$ cat config.mk
export PLATFORM = sky130hd
export DESIGN_NAME = pipe_ctrl_unit_flat
export DESIGN_NICKNAME = d
export VERILOG_FILES = /design/src/rtl/pipe_ctrl_pkg.sv /design/src/rtl/pipe_ctrl_unit_if.sv /design/src/rtl/pipe_ctrl_unit_decode.sv /design/src/rtl/pipe_ctrl_unit.sv /design/src/flat_wrapper.sv
export SDC_FILE = /design/constraint.sdc
export NUM_CORES = 1
export LEC_CHECK = 0
export BUFFER_PORTS_ARGS = -buffer_cell sky130_fd_sc_hd__buf_2
export CORE_ASPECT_RATIO = 0.75
export CORE_MARGIN = 2
export CORE_UTILIZATION = 50
export DETAILED_ROUTE_END_ITERATION = 7
export PLACE_DENSITY = 0.79
export REMOVE_ABC_BUFFERS = 1
export SYNTH_ARGS = -nofsm -noshare
export SYNTH_HDL_FRONTEND = slang
export SYNTH_HIERARCHICAL = 1
export SYNTH_SLANG_ARGS = --single-unit
$ cat constraint.sdc
create_clock -name clk -period 2.7 [get_ports clk]
set_input_delay 0.135 -clock clk [delete_from_list [all_inputs] [get_ports clk]]
set_output_delay 0.135 -clock clk [all_outputs]
set_load 0.1 [all_outputs]
$ cat src/rtl/pipe_ctrl_pkg.sv
// Shared types and constants for the pipelined control unit.
// ctrl_t is the bundle carried through ID/EX, EX/MEM and MEM/WB.
package pipe_ctrl_pkg;

    localparam int REG_ADDR_W = 5;

    localparam logic [6:0] OP_R      = 7'b0110011;
    localparam logic [6:0] OP_I      = 7'b0010011;
    localparam logic [6:0] OP_LOAD   = 7'b0000011;
    localparam logic [6:0] OP_STORE  = 7'b0100011;
    localparam logic [6:0] OP_BRANCH = 7'b1100011;
    localparam logic [6:0] OP_JAL    = 7'b1101111;
    localparam logic [6:0] OP_JALR   = 7'b1100111;
    localparam logic [6:0] OP_LUI    = 7'b0110111;
    localparam logic [6:0] OP_AUIPC  = 7'b0010111;

    localparam logic [1:0] ALU_MEM = 2'b00;
    localparam logic [1:0] ALU_BR  = 2'b01;
    localparam logic [1:0] ALU_FN  = 2'b10;
    localparam logic [1:0] ALU_LUI = 2'b11;

    localparam logic [1:0] JT_NONE = 2'b00;
    localparam logic [1:0] JT_JAL  = 2'b10;
    localparam logic [1:0] JT_JALR = 2'b01;

    typedef struct packed {
        logic                  valid;
        logic                  alu_src;
        logic                  mem_to_reg;
        logic                  reg_write;
        logic                  mem_read;
        logic                  mem_write;
        logic [1:0]            alu_op;
        logic                  branch;
        logic [1:0]            jal_type;
        logic                  auipc;
        logic [2:0]            funct3;
        logic [REG_ADDR_W-1:0] rd;
    } ctrl_t;

    localparam ctrl_t CTRL_BUBBLE = '0;

endpackage

$ cat src/rtl/pipe_ctrl_unit_if.sv
// ID-side request and pipeline-control response bundle.
// master drives the ID stage inputs, slave is the control unit.
interface pipe_ctrl_unit_if #(
    parameter int ILL_CNT_W = 8
) ();
    import pipe_ctrl_pkg::*;

    logic                  id_valid_i;
    logic [6:0]            opcode_i;
    logic [2:0]            funct3_i;
    logic [REG_ADDR_W-1:0] rs1_i;
    logic [REG_ADDR_W-1:0] rs2_i;
    logic [REG_ADDR_W-1:0] rd_i;
    logic                  flush_i;
    logic                  hold_i;
    logic                  stall_o;
    ctrl_t                 ex_ctrl_o;
    ctrl_t                 mem_ctrl_o;
    ctrl_t                 wb_ctrl_o;
    logic                  illegal_o;
    logic [ILL_CNT_W-1:0]  ill_count_o;

    modport master (
        output id_valid_i, opcode_i, funct3_i,
        output rs1_i, rs2_i, rd_i, flush_i, hold_i,
        input  stall_o, ex_ctrl_o, mem_ctrl_o,
        input  wb_ctrl_o, illegal_o, ill_count_o
    );

    modport slave (
        input  id_valid_i, opcode_i, funct3_i,
        input  rs1_i, rs2_i, rd_i, flush_i, hold_i,
        output stall_o, ex_ctrl_o, mem_ctrl_o,
        output wb_ctrl_o, illegal_o, ill_count_o
    );

endinterface

$ cat src/rtl/pipe_ctrl_unit_decode.sv
// Combinational main decoder: opcode/funct3/rd to a ctrl_t bundle,
// plus source-register usage and an illegal-opcode flag.
module ctrl_decode #(
    parameter bit ENABLE_AUIPC = 1'b1
) (
    input  logic                                 id_valid,
    input  logic [6:0]                           opcode,
    input  logic [2:0]                           funct3,
    input  logic [pipe_ctrl_pkg::REG_ADDR_W-1:0] rd,
    output pipe_ctrl_pkg::ctrl_t                 ctrl,
    output logic                                 uses_rs1,
    output logic                                 uses_rs2,
    output logic                                 illegal
);
    import pipe_ctrl_pkg::*;

    logic is_r, is_i, is_ld, is_st, is_br;
    logic is_jal, is_jalr, is_lui, is_auipc;
    logic legal;

    assign is_r     = opcode == OP_R;
    assign is_i     = opcode == OP_I;
    assign is_ld    = opcode == OP_LOAD;
    assign is_st    = opcode == OP_STORE;
    assign is_br    = opcode == OP_BRANCH;
    assign is_jal   = opcode == OP_JAL;
    assign is_jalr  = opcode == OP_JALR;
    assign is_lui   = opcode == OP_LUI;
    assign is_auipc = ENABLE_AUIPC && (opcode == OP_AUIPC);

    always_comb begin
        ctrl     = CTRL_BUBBLE;
        uses_rs1 = 1'b0;
        uses_rs2 = 1'b0;
        legal    = 1'b1;
        unique case (1'b1)
            is_r: begin
                ctrl.reg_write = 1'b1;
                ctrl.alu_op    = ALU_FN;
                uses_rs1       = 1'b1;
                uses_rs2       = 1'b1;
            end
            is_i: begin
                ctrl.alu_src   = 1'b1;
                ctrl.reg_write = 1'b1;
                ctrl.alu_op    = ALU_FN;
                uses_rs1       = 1'b1;
            end
            is_ld: begin
                ctrl.alu_src    = 1'b1;
                ctrl.mem_to_reg = 1'b1;
                ctrl.reg_write  = 1'b1;
                ctrl.mem_read   = 1'b1;
                ctrl.alu_op     = ALU_MEM;
                uses_rs1        = 1'b1;
            end
            is_st: begin
                ctrl.alu_src   = 1'b1;
                ctrl.mem_write = 1'b1;
                ctrl.alu_op    = ALU_MEM;
                uses_rs1       = 1'b1;
                uses_rs2       = 1'b1;
            end
            is_br: begin
                ctrl.branch = 1'b1;
                ctrl.alu_op = ALU_BR;
                uses_rs1    = 1'b1;
                uses_rs2    = 1'b1;
            end
            is_jal: begin
                ctrl.reg_write = 1'b1;
                ctrl.alu_op    = ALU_FN;
                ctrl.jal_type  = JT_JAL;
            end
            is_jalr: begin
                ctrl.alu_src   = 1'b1;
                ctrl.reg_write = 1'b1;
                ctrl.alu_op    = ALU_FN;
                ctrl.jal_type  = JT_JALR;
                uses_rs1       = 1'b1;
            end
            is_lui: begin
                ctrl.alu_src   = 1'b1;
                ctrl.reg_write = 1'b1;
                ctrl.alu_op    = ALU_LUI;
            end
            is_auipc: begin
                ctrl.alu_src   = 1'b1;
                ctrl.reg_write = 1'b1;
                ctrl.auipc     = 1'b1;
                ctrl.alu_op    = ALU_MEM;
            end
            default: legal = 1'b0;
        endcase
        // illegal opcodes stay a pure all-zero bubble
        if (legal) begin
            ctrl.valid  = id_valid;
            ctrl.funct3 = funct3;
            ctrl.rd     = rd;
            if (rd == '0) ctrl.reg_write = 1'b0;
        end
    end

    assign illegal = ~legal;

endmodule

$ cat src/rtl/pipe_ctrl_unit.sv
// Pipelined control: decode in ID, ID/EX -> EX/MEM -> MEM/WB bundles,
// load-use stall, branch flush, global hold and illegal-opcode count.
module pipe_ctrl_unit #(
    parameter int REG_ADDR_W   = pipe_ctrl_pkg::REG_ADDR_W,
    parameter bit ENABLE_AUIPC = 1'b1,
    parameter int ILL_CNT_W    = 8
) (
    input  logic              clk,
    input  logic              reset_n,
    pipe_ctrl_unit_if.slave   bus
);
    import pipe_ctrl_pkg::*;

    ctrl_t                 dec;
    ctrl_t                 ex_q;
    ctrl_t                 mem_q;
    ctrl_t                 wb_q;
    logic                  uses_rs1;
    logic                  uses_rs2;
    logic                  dec_illegal;
    logic                  rs1_hit;
    logic                  rs2_hit;
    logic                  hazard;
    logic                  accept;
    logic                  illegal_q;
    logic [ILL_CNT_W-1:0]  cnt_q;
    logic [REG_ADDR_W-1:0] ex_rd;

    ctrl_decode #(
        .ENABLE_AUIPC(ENABLE_AUIPC)
    ) u_decode (
        .id_valid (bus.id_valid_i),
        .opcode   (bus.opcode_i),
        .funct3   (bus.funct3_i),
        .rd       (bus.rd_i),
        .ctrl     (dec),
        .uses_rs1 (uses_rs1),
        .uses_rs2 (uses_rs2),
        .illegal  (dec_illegal)
    );

    assign ex_rd   = ex_q.rd;
    assign rs1_hit = uses_rs1 && (bus.rs1_i == ex_rd);
    assign rs2_hit = uses_rs2 && (bus.rs2_i == ex_rd);

    assign hazard = bus.id_valid_i && ex_q.valid && ex_q.mem_read
                 && (ex_rd != '0) && (rs1_hit || rs2_hit);

    // a flush kills the dependent instruction, so it need not wait
    assign bus.stall_o = bus.hold_i || (hazard && !bus.flush_i);

    assign accept = !bus.hold_i && !bus.flush_i && !hazard
                 && bus.id_valid_i;

    always_ff @(posedge clk or negedge reset_n) begin
        if (!reset_n) begin
            ex_q      <= CTRL_BUBBLE;
            mem_q     <= CTRL_BUBBLE;
            wb_q      <= CTRL_BUBBLE;
            illegal_q <= 1'b0;
            cnt_q     <= '0;
        end else if (!bus.hold_i) begin
            mem_q     <= ex_q;
            wb_q      <= mem_q;
            ex_q      <= (bus.flush_i || hazard) ? CTRL_BUBBLE : dec;
            illegal_q <= accept && dec_illegal;
            if (accept && dec_illegal && (cnt_q != '1))
                cnt_q <= cnt_q + 1'b1;
        end
    end

    assign bus.ex_ctrl_o   = ex_q;
    assign bus.mem_ctrl_o  = mem_q;
    assign bus.wb_ctrl_o   = wb_q;
    assign bus.illegal_o   = illegal_q;
    assign bus.ill_count_o = cnt_q;

endmodule

$ cat src/flat_wrapper.sv
// flat-port wrapper written by rule: the top's interface ports become plain ports
module pipe_ctrl_unit_flat import pipe_ctrl_pkg::*;
#(
    parameter int REG_ADDR_W   = pipe_ctrl_pkg::REG_ADDR_W,
    parameter bit ENABLE_AUIPC = 1'b1,
    parameter int ILL_CNT_W    = 8
)
  (clk, reset_n, bus_id_valid_i, bus_opcode_i, bus_funct3_i, bus_rs1_i, bus_rs2_i, bus_rd_i, bus_flush_i, bus_hold_i, bus_stall_o, bus_ex_ctrl_o, bus_mem_ctrl_o, bus_wb_ctrl_o, bus_illegal_o, bus_ill_count_o);
  pipe_ctrl_unit_if #(.ILL_CNT_W(ILL_CNT_W)) bus_i ();
  input  logic clk;
  input  logic reset_n;
  input wire logic [$bits(bus_i.id_valid_i)-1:0] bus_id_valid_i;
  input wire logic [$bits(bus_i.opcode_i)-1:0] bus_opcode_i;
  input wire logic [$bits(bus_i.funct3_i)-1:0] bus_funct3_i;
  input wire logic [$bits(bus_i.rs1_i)-1:0] bus_rs1_i;
  input wire logic [$bits(bus_i.rs2_i)-1:0] bus_rs2_i;
  input wire logic [$bits(bus_i.rd_i)-1:0] bus_rd_i;
  input wire logic [$bits(bus_i.flush_i)-1:0] bus_flush_i;
  input wire logic [$bits(bus_i.hold_i)-1:0] bus_hold_i;
  output wire logic [$bits(bus_i.stall_o)-1:0] bus_stall_o;
  output wire logic [$bits(bus_i.ex_ctrl_o)-1:0] bus_ex_ctrl_o;
  output wire logic [$bits(bus_i.mem_ctrl_o)-1:0] bus_mem_ctrl_o;
  output wire logic [$bits(bus_i.wb_ctrl_o)-1:0] bus_wb_ctrl_o;
  output wire logic [$bits(bus_i.illegal_o)-1:0] bus_illegal_o;
  output wire logic [$bits(bus_i.ill_count_o)-1:0] bus_ill_count_o;
  assign bus_i.id_valid_i = bus_id_valid_i;
  assign bus_i.opcode_i = bus_opcode_i;
  assign bus_i.funct3_i = bus_funct3_i;
  assign bus_i.rs1_i = bus_rs1_i;
  assign bus_i.rs2_i = bus_rs2_i;
  assign bus_i.rd_i = bus_rd_i;
  assign bus_i.flush_i = bus_flush_i;
  assign bus_i.hold_i = bus_hold_i;
  assign bus_stall_o = bus_i.stall_o;
  assign bus_ex_ctrl_o = bus_i.ex_ctrl_o;
  assign bus_mem_ctrl_o = bus_i.mem_ctrl_o;
  assign bus_wb_ctrl_o = bus_i.wb_ctrl_o;
  assign bus_illegal_o = bus_i.illegal_o;
  assign bus_ill_count_o = bus_i.ill_count_o;
  pipe_ctrl_unit #(.REG_ADDR_W(REG_ADDR_W), .ENABLE_AUIPC(ENABLE_AUIPC), .ILL_CNT_W(ILL_CNT_W)) u_core (.clk(clk), .reset_n(reset_n), .bus(bus_i));
endmodule
==> impl_results.md, run 1 <==
* Reg2Reg Depth at 6
* Die footprint at 6910 um^2
* Via density at between 5 and 6
* Slew Limit Fails at 0
* Later-pin clock latency in the skew report at 340 ps
* Resized cells post-CTS at 0
* Syn-to-layout area delta at 21.7%
* Drt drc at 0
* First-pass GRT wire length at approximately 11000 um
* Largest net degree at the start of global routing at 70
* Worst path arrival time at ~2100 ps
* Final Critical Period at roughly 2200 ps
* Adder-Cell Fraction of Synth Area at 0.400%
* EDFF count, synth at 0
* Sequential fraction of the synthesis area at 55.2%
* Most frequent cells after synthesis: 69 x dfrtp_1, 40 x mux2_2, 20 x a22o_1
* Multi-input gate area at 1280 um^2
* Worst R2R End: u_core/bus.ill_count_o[1]$_DFFE_PN0P_
* IO Pins at 100
* Achievable Freq at about 450 MHz
* Post-synthesis mux area share at between 10% and 20%
* CP Max Fanout at 6
* CTS tree: yes
* Cell taking the most area after synthesis: dfrtp_1
* Crit path max-delay family: flip-flops
* Detailed Place HPWL at between 4000 and 5000 um
* Cts bufs inserted at 9
* DP Area at between 3000 and 4000 um^2
* Global route overflow at 0
* Diodes inserted at 0
* Reg area at 1730 um^2
* # fillers at between 500 and 600
* Clock slew seen by the registers of the worst setup and hold paths at roughly 70 ps
* # H-tree levels at 3
* Clock Sink Count at 69
* Run status: finished, final reports clean
* Post-layout util at between 60% and 70%
* GRT Util Overall at 20.6%
* Yosys warns at 6
* Die Wd at approximately 95 um
* Period utilization at just over 80%
* Reg2Reg Setup Slack at 730 ps
* DR pass1 iterations at 4
* Buf+Inv Stages, Crit Path at 1
* Post-synthesis compound-gate area fraction at a little over a tenth
* Routed vias at between 2000 and 2500
* Post-synth top flop: dfrtp_1
* Final Skew at approximately 5.3 ps
* Fraction of final layout cells sized beyond drive strength 1 at ~47%
* Core Area at ~5900 um^2
* Crit start category: register
* Critical path class: reg -> out
* NumNets Final at 372
* Seq cells post-synth at 69
* XOR/XNOR share of the synthesized area at under 10%
* Peak VDD IR at between 700 and 800 uV
* Drt total wl at about 6600 um
* Final ANT Viol Nets at 0
* Max-cap violations at 0
* Port Buffer Count at a little under 100
* Post-Synthesis Cells at 246
* Vias in the first global route at between 2000 and 2500
* Simple-gate share of the synthesized area at a little over a tenth
* Mapped cell area at around 3100 um^2
* CP cell instances: xnor2_1 -> nand4_1 -> o22ai_1 -> nand2_1 -> o21bai_1 -> buf_2
* P_leak at 2.04 nW
* Routed wire length per instance at around 16 um
* Global placer's final weighted congestion at between 0.7 and 0.8
* Least-Margin Pin Slew at ~830 ps
* Fin Hold WS at 115 ps
* Post-CTS Repair Setup Buffers at 0
* Antenna violations before repair at 0
* CP Capture Type: output port
* Root Buffer: clkbuf_8
* HP Class: in -> reg
* Final hold violation count at 0
* Iteration-0 DRC count of the detailed router at between 100 and 150
* Synth top area share at a little under three fifths
* Row count at 24
* Most frequent cell after synthesis: dfrtp_1
* Count of unique library cells instantiated by Yosys at 38
* Asr flop ratio synth at 100%
* Hold Path Stages at 2
* Critical R2R Launch: u_core/ex_rd[2]$_DFFE_PN0N_
* RSZ-0062 raised after global routing: no
* Hold Path End: u_core/bus.illegal_o$_DFFE_PN0N_
* CP max-delay cell: dfrtp_1
* Die height at ~73 um
* Initial core utilization at 52.9%
* PD cells at roughly 650 nW/um^2
* Synth top area cells: dfrtp_1 55%, mux2_2 14%, a22o_1 5.6%
* Largest stage delay on the critical path at 470 ps
* Finish-stage setup viols at 0
* Largest family of logic cells by synthesized area: multiplexers
* Cell area after layout at 3810 um^2
* Hold Path Origin: bus_id_valid_i
* CP required at around 2600 ps
* Mean Syn Cell Area at 12.7 um^2
* Slew headroom at between 40% and 50%
* CTS max path bufs at 2
* Post-Route Setup TNS at 0 ps
==> routing by layer <==
| layer | part of all wire (%) | track usage (%) |
|---|---|---|
| met2 | 46 | 32.4 |
| met4 | 0.88 | 5.31 |
| met5 | 0 | 0 |
| met3 | 8.0 | 8.00 |
| met1 | 45 | 27.0 |
==> flip-flops by register name (all words and copies together) (netlist names) <==
| name | cells |
|---|---|
| u_core/bus.illegal_o | 1 |
| u_core/bus.ex_ctrl_o | 15 |
| u_core/bus.wb_ctrl_o | 20 |
| u_core/ex_rd | 5 |
| u_core/bus.mem_ctrl_o | 20 |
| u_core/bus.ill_count_o | 8 |
==> cells by family after synthesis <==
family / after synthesis
DFF: 69
and+or+nand+nor: 59
AOI/OAI and AO/OA: 39
xor gates and xnor gates: 16
muxes: 41
buffers and inverters: 21
adders and majority gates: 1
==> worst max-delay path by stage <==
stage	from	to	depth (start not counted)
floorplan	u_core/ex_rd[2]$_DFFE_PN0N_	bus_stall_o	5
global placement	bus_opcode_i[1]	bus_stall_o	9
detailed placement	bus_opcode_i[1]	bus_stall_o	9
CTS	u_core/ex_rd[0]$_DFFE_PN0N_	bus_stall_o	6
global route	u_core/ex_rd[2]$_DFFE_PN0N_	bus_stall_o	6
finish	u_core/ex_rd[2]$_DFFE_PN0N_	bus_stall_o	6
==> what timing repair did <==
action                     CTS  global route
hold buffers                 1             0
hold endpoints to repair    69             0
setup endpoints to repair    0             0
==> power by group <==
| part | leakage [nW] | switching, mW | total (mW) | internal, mW |
|---|---|---|---|---|
| Combinational | 1.00 | 0.485 | 0.611 | 0.126 |
| Clock | 0.0877 | 0.374 | 0.721 | 0.346 |
| Sequential | 0.953 | 0.0460 | 1.13 | 1.08 |
==> per-stage QoR <==
stage          setup slack (ps)  total power [mW]  instances
2_1_floorplan              -421              1.60        227
3_3_place_gp                678              1.75        407
3_5_place_dp                643              1.75        407
4_1_cts                     401              2.48        423
5_1_grt                     267              2.56        423
6_report                    458              2.46        423
==> layout by cell type (no fill, tap or decap), types with 2 or more instances in the layout <==
cell type / synthesis / final
and3_1: 4 / 4
buf_4: 7 / 4
o21ai_0: 2 / 2
clkbuf_8: 0 / 10
nor3_1: 5 / 5
nand2b_1: 2 / 2
nand2_1: 8 / 8
clkinv_2: 0 / 4
nand3b_1: 2 / 2
dfrtp_1: 69 / 69
nand4_1: 6 / 6
nand3_1: 7 / 7
nor2_1: 9 / 9
a21oi_1: 6 / 6
and2_1: 11 / 11
or2_2: 2 / 2
a22o_1: 20 / 20
mux2_2: 40 / 40
inv_1: 2 / 2
xnor2_1: 16 / 16
buf_2: 2 / 98
==> final cells by class <==
type	instances	area share (%)
Multi-Input combinational cell	156	33.6
Tap cell	78	2.56
Sequential cell	69	45.4
Timing Repair Buffer	103	13.9
Clock buffer	10	3.62
Clock inverter	5	0.723
Inverter	2	0.197
(Power assumes the default switching activity.)
==> inputs of run 2 (changes only) <==
==> constraint.sdc (replaced) <==
create_clock -name clk -period 2.3 [get_ports clk]
set_input_delay 0.115 -clock clk [delete_from_list [all_inputs] [get_ports clk]]
set_output_delay 0.115 -clock clk [all_outputs]
set_load 0.1 [all_outputs]
==> run 2 against run 1 <==
Against the previous run:
- hold slack worse by 27 ps
- flip-flop and latch count stayed put
- largest power group unchanged
- worst setup slack worse by 280 ps
- register-to-register slack worse by 410 ps
- global-route usage grew 0.13 points
- non-clock buffer count is 1 higher
- sequential power rose by 17%
==> impl_results.md, run 2 (synthesis gave the netlist of run 1 again) <==
* RSZ-0062 raised after global routing: no (unchanged)
* Slew Limit Fails at 0 (unchanged)
* Global route overflow at 0 (unchanged)
* P_leak at 2.06 nW (was 2.04 nW)
* Final hold violation count at 0 (unchanged)
* Clock Power Share at 32.5% (was 29.3%)
* Most used routing layer: met2 (unchanged)
* Crit start category: register (unchanged)
* Placed insts at 408 (was 407)
* CP required at 2180 ps (was 2570 ps)
* Vias in the first global route at 2157 (was 2206)
* Met3 track demand over resource at 9.24% (was 8.00%)
* # H-tree levels at 3 (unchanged)
* Initial core utilization at 52.9% (unchanged)
* Peak VDD IR at 1120 uV (was 725 uV)
* First-pass GRT wire length at 10600 um (was 10800 um)
* Largest net degree at the start of global routing at 70 (unchanged)
* Root Buffer: clkbuf_8 (unchanged)
* Clock Sink Count at 69 (unchanged)
* Critical path class: reg -> out (unchanged)
* # fillers at 474 (was 517)
* Resized cells post-CTS at 0 (unchanged)
* Via density at 5.31 (was 5.42)
* GRT Util Overall at 20.7% (was 20.6%)
* Sw Share at 35.8% (was 36.8%)
* Clock slew seen by the registers of the worst setup and hold paths at 70 ps (about the same)
* Drt drc at 0 (unchanged)
* Final ANT Viol Nets at 0 (unchanged)
* Antenna violations before repair at 0 (unchanged)
* NumNets Final at 373 (was 372)
* Detailed Place HPWL at 4710 um (was 4660 um)
* Combinational power share at 24.0% (was 24.9%)
* Die height at 72.5 um (unchanged)
* Routed wire length per instance at 15.6 um (about the same)
* Iteration-0 DRC count of the detailed router at 108 (was 103)
* PD cells at 787 nW/um^2 (was 646 nW/um^2)
* CTS max path bufs at 2 (unchanged)
* Int Power at 1.95 mW (was 1.55 mW)
* Achievable Freq at about 470 MHz
* Final Power at 3.04 mW (was 2.46 mW)
* Port Buffer Count at 99 (unchanged)
* Reg area at 1730 um^2 (unchanged)
* Die Wd at 95.3 um (unchanged)
* Worst path arrival time at 2010 ps (was 2110 ps)
* Most common cell after layout, fill and taps aside: buf_2 (unchanged)
* Fraction of final layout cells sized beyond drive strength 1 at 47.3% (was 47.2%)
* Row count at 24 (unchanged)
* Slew headroom at 44.1% (was 44.4%)
* CP max-delay cell: dfrtp_1 (unchanged)
* Non-filler cells, final at 425 (was 423)
* Multi-input gate area at 1280 um^2 (unchanged)
* Routed vias at 2258 (was 2291)
* CP Capture Type: output port (unchanged)
* Syn-to-layout area delta at 23.5% (was 21.7%)
* Least-Margin Pin Slew at 838 ps (was 834 ps)
* Met2 Resource Use GR at 30.1% (was 32.4%)
* HP Class: in -> reg (unchanged)
* Finish-stage setup viols at 0 (unchanged)
* Met1 Use GR at 28.4% (was 27.0%)
* Largest stage delay on the critical path at 460 ps (was 470 ps)
* Global placer's final weighted congestion at 0.804 (was 0.784)
* Max-cap violations at 0 (unchanged)
* Cts bufs inserted at 9 (unchanged)
* Die footprint at 6910 um^2 (unchanged)
* Post-layout util at 65.3% (was 64.3%)
* DR pass1 iterations at 4 (unchanged)
* Drt total wl at 6630 um (was 6600 um)
* CTS tree: yes (unchanged)
* Later-pin clock latency in the skew report at 350 ps (was 340 ps)
* Final Skew at 5.92 ps (was 5.25 ps)
* IO Pins at 100 (unchanged)
* P_sw at 1.09 mW (was 0.905 mW)
* CP Max Fanout at 6 (unchanged)
* Core Area at 5920 um^2 (unchanged)
* Period utilization at 92.5%
* Final Critical Period at 2130 ps
* CP cell instances: xnor2_1 -> nand4_1 -> o22ai_1 -> nand2_1 -> o21bai_1 -> buf_12 (was xnor2_1 -> nand4_1 -> o22ai_1 -> nand2_1 -> o21bai_1 -> buf_2)
* Most frequent cells in the layout: 97 x buf_2, 69 x dfrtp_1, 40 x mux2_2 (was 98 x buf_2, 69 x dfrtp_1, 40 x mux2_2)
* Run status: finished, final reports clean (unchanged)
* Part of the power in registers at 43.5% (was 45.8%)
* Diodes inserted at 0 (unchanged)
-- run 2: per-layer routing --
| layer | part of all wire, % | vias to the layer above | wire length [um] |
|---|---|---|---|
| met3 | 8.2 | 6 | 543 |
| met5 | 0 | - | 0 |
| met4 | 1.1 | 0 | 71 |
| met1 | 46 | 1095 | 3030 |
| li1 | - | 1073 | - |
| met2 | 45 | 84 | 2990 |
-- run 2: layout make-up --
cell class | count | share of cell area [%]
Clock buffer | 11 | 3.66
Clock inverter | 5 | 1.52
Inverter | 2 | 0.194
Multi-Input combinational cell | 156 | 33.1
Sequential cell | 69 | 44.7
Tap cell | 78 | 2.53
Timing Repair Buffer | 104 | 14.3
-- run 2: worst max-delay path: cells and delay by family, from the launching register on --
kind            cells  cell delay (ps)
buf+inv             1              210
xor+xnor            1              190
simple gates        2              240
compound gates      2              570
flops               1              460
-- run 2: path summary, 6_finish.rpt --
check / start / endpoint / slack [ps] / cells past startpoint
max: u_core/ex_rd[4]$_DFFE_PN0N_ / bus_stall_o / 170 / 6
min: bus_id_valid_i / u_core/bus.illegal_o$_DFFE_PN0N_ / 90 / 2
max reg2reg: u_core/ex_rd[4]$_DFFE_PN0N_ / u_core/bus.ill_count_o[1]$_DFFE_PN0P_ / 320 / 6
min reg2reg: u_core/bus.ill_count_o[4]$_DFFE_PN0P_ / u_core/bus.ill_count_o[4]$_DFFE_PN0P_ / 490 / 1
max in group asynchronous: reset_n / u_core/bus.ill_count_o[4]$_DFFE_PN0P_ / 1330 / 2
min in group asynchronous: reset_n / u_core/bus.wb_ctrl_o[7]$_DFFE_PN0N_ / 410 / 2
-- run 2: power groups by stage --
stage / Clock [mW] / Combinational, mW / Sequential (mW)
floorplan: 0 / 0.142 / 1.73
global placement: 0 / 0.717 / 1.34
detailed placement: 0 / 0.731 / 1.35
CTS: 1.03 / 0.734 / 1.32
global route: 1.08 / 0.763 / 1.33
finish: 0.988 / 0.730 / 1.32
-- run 2: repair_timing --
| action | CTS | global route |
|---|---|---|
| hold buffers | 1 | 0 |
| setup buffers | 0 | 0 |
| hold endpoints to repair | 69 | 0 |
-- run 2: per-stage QoR --
stage	setup WS, ps	setup TNS, ps	hold WS (ps)	cell area [um^2]
2_1_floorplan	-801	-12310	-181	3010
3_3_place_gp	345	0	282	3650
3_5_place_dp	314	0	280	3650
4_1_cts	158	0	66.3	3860
5_1_grt	75.1	0	78.5	3860
6_report	174	0	87.1	3860
==> inputs of run 3 (changes only) <==
--- a/config.mk
+++ b/config.mk
@@ -10,8 +10,9 @@
 export CORE_MARGIN = 2
 export CORE_UTILIZATION = 50
 export DETAILED_ROUTE_END_ITERATION = 7
+export HOLD_SLACK_MARGIN = 0.1
 export PLACE_DENSITY = 0.79
-export REMOVE_ABC_BUFFERS = 1
+export SKIP_CTS_REPAIR_TIMING = 1
 export SYNTH_ARGS = -nofsm -noshare
 export SYNTH_HDL_FRONTEND = slang
 export SYNTH_HIERARCHICAL = 1
==> run 3 against run 2 <==
Against the previous run:
- wire length rose by 0.62%
- sequential power barely moved
- worst setup slack improved by 120 ps
- global-route usage rose by 0.38 points
- combinational power rose by 0.7%
- clock power barely moved
- first-iteration DRC count rose by 59%
- via count rose by 0.35%
- flip-flop and latch count did not move
- die area did not move
- cell count rose by 0.47%
- clock-buffer cell count did not move
- largest cell class unchanged
==> impl_results.md, run 3 (synthesis gave the netlist of run 1 again) <==
* Place WS at 327 ps (was 314 ps)
* Final WS setup at 297 ps (was 174 ps)
* Post-Synthesis Net Count at between 200 and 300
* Peak VDD IR at 1180 uV (was 1120 uV)
* Most frequent cells in the layout: 98 x buf_2, 69 x dfrtp_1, 40 x mux2_2 (was 97 x buf_2, 69 x dfrtp_1, 40 x mux2_2)
* Row count at 24 (unchanged)
* Via density at 5.31 (about the same)
* Die footprint at 6910 um^2 (unchanged)
* Later-pin clock latency in the skew report at 340 ps (was 350 ps)
* Diodes inserted at 0 (unchanged)
* Finish-stage setup viols at 0 (unchanged)
* Global route overflow at 0 (unchanged)
* Slew headroom at 57.6% (was 44.1%)
* HP Class: in -> reg (unchanged)
* Core Area at 5920 um^2 (unchanged)
* RSZ-0062 raised after global routing: no (unchanged)
* Clock Sink Count at 69 (unchanged)
* Detailed Place HPWL at 4870 um (was 4710 um)
* GRT Util Overall at 21.1% (was 20.7%)
* Drt drc at 0 (unchanged)
* CTS max path bufs at 2 (unchanged)
* Largest net degree at the start of global routing at 44 (was 70)
* Slew Limit Fails at 0 (unchanged)
* Die Wd at 95.3 um (unchanged)
* CP max-delay cell: dfrtp_1 (unchanged)
* CP Max Fanout at 6 (unchanged)
* Global placer's final weighted congestion at 0.818 (was 0.804)
* Int Power at 1.96 mW (was 1.95 mW)
* Worst path arrival time at 1890 ps (was 2010 ps)
* IO Pins at 100 (unchanged)
* Buf+Inv Stages, Crit Path at 1 (unchanged)
* Die height at 72.5 um (unchanged)
* Crit path max-delay family: flip-flops (was compound AO/OA/AOI/OAI gates)
* NumNets Final at 375 (was 373)
* Drt total wl at 6670 um (was 6630 um)
* CP Capture Type: output port (unchanged)
* Achievable Freq at 499 MHz (was 470 MHz)
* Post-Route Setup TNS at 0 ps (unchanged)
* Run status: finished, final reports clean (unchanged)
* Largest stage delay on the critical path at 450 ps (was 460 ps)
* PD cells at 780 nW/um^2 (was 787 nW/um^2)
* Post-layout util at 65.9% (was 65.3%)
* Sw Share at 35.7% (was 35.8%)
* Routed vias at 2266 (was 2258)
* Cts bufs inserted at 9 (unchanged)
* First-pass GRT wire length at 10900 um (was 10600 um)
* P_sw at 1.09 mW (about the same)
* Routed wire length per instance at 15.6 um (about the same)
* Most common cell after layout, fill and taps aside: buf_2 (unchanged)
* Clock Power Share at 32.4% (was 32.5%)
* Crit start category: register (unchanged)
* Clock slew seen by the registers of the worst setup and hold paths at 80 ps (was 70 ps)
* Period utilization at 87.1% (was 92.5%)
* Final ANT Viol Nets at 0 (unchanged)
* Least-Margin Pin Slew at 636 ps (was 838 ps)
* Initial core utilization at 52.9% (unchanged)
* CP required at 2180 ps (about the same)
* Critical path class: reg -> out (unchanged)
* Final Skew at 9.37 ps (was 5.92 ps)
* Antenna violations before repair at 0 (unchanged)
* Syn-to-layout area delta at 24.7% (was 23.5%)
* Final Critical Period at 2000 ps (was 2130 ps)
* Port Buffer Count at 99 (unchanged)
* Combinational power share at 24.1% (was 24.0%)
* Vias in the first global route at 2160 (was 2157)
* P_leak at 2.08 nW (was 2.06 nW)
* CP cell instances: xnor2_1 -> nand4_1 -> o22ai_1 -> nand2_1 -> o21bai_4 -> buf_12 (was xnor2_1 -> nand4_1 -> o22ai_1 -> nand2_1 -> o21bai_1 -> buf_12)
* # H-tree levels at 3 (unchanged)
* Fraction of final layout cells sized beyond drive strength 1 at 47.9% (was 47.3%)
* DR pass1 iterations at 4 (unchanged)
* Root Buffer: clkbuf_8 (unchanged)
* Iteration-0 DRC count of the detailed router at 172 (was 108)
* Max-cap violations at 0 (unchanged)
* Final hold violation count at 0 (unchanged)
* Part of the power in registers at 43.4% (was 43.5%)
* CTS tree: yes (unchanged)
[run 3: cell count changes in the layout (fill, tap and decap cells not counted)]
cell / delta
clkinv_4: +2
buf_12: +1
buf_2: +1
clkinvlp_4: -1
inv_6: -1
o21bai_1: -1
o21bai_4: +1
[run 3: final timing paths]
check                      slack, ps  cells past startpoint                               endpoint                             startpoint
min in group asynchronous        330                      2    u_core/bus.wb_ctrl_o[3]$_DFFE_PN0N_                                reset_n
setup reg to reg                 380                      6  u_core/bus.ill_count_o[1]$_DFFE_PN0P_            u_core/ex_rd[4]$_DFFE_PN0N_
setup / recovery                 300                      6                            bus_stall_o            u_core/ex_rd[1]$_DFFE_PN0N_
hold reg to reg                  480                      1  u_core/bus.ill_count_o[5]$_DFFE_PN0P_  u_core/bus.ill_count_o[5]$_DFFE_PN0P_
max in group asynchronous       1310                      3            u_core/ex_rd[4]$_DFFE_PN0N_                                reset_n
hold / removal                    90                      3    u_core/bus.ex_ctrl_o[5]$_DFFE_PN0N_                        bus_funct3_i[0]
[run 3: area by class of cell]
class                      instances  area [um^2]
clock buffer                      11          141
clock inverter                     5         60.1
fill                             460         2010
inverter                           2         7.51
multi-input combinational        156         1290
sequential                        69         1730
tap                               78         97.6
timing repair buffer             106          578
[run 3: metal layers]
layer  part of all wire, %  GRT usage (%)  up-vias  wire length (um)
li1                      -              -     1089                 -
met2                    45           31.1       85              3000
met5                     0              0        -                 0
met1                    46           30.0     1085              3060
met3                   8.1           6.65        7               538
met4                   1.0           6.76        0                70
[run 3: power groups by stage]
stage	clock [mW]	sequential, mW	combinational, mW
after floorplan	0	1.73	0.176
after detailed placement	0	1.34	0.736
after global routing	1.06	1.33	0.771
after CTS	1.01	1.32	0.736
after global placement	0	1.34	0.722
final	0.987	1.32	0.735
[run 3: worst min-delay path, stage by stage]
cell	delay, ps
buf_2	70
and2_1	100
a22o_1	120
[run 3: metrics by stage]
stage               instances  hold slack (ps)  cell area, um^2  total power, mW
finish                    427             93.3             3900             3.04
global route              427              107             3900             3.16
global placement          410              164             3690             2.06
CTS                       426             -208             3890             3.07
detailed placement        410              165             3690             2.08
floorplan                 246             -181             3140             1.91
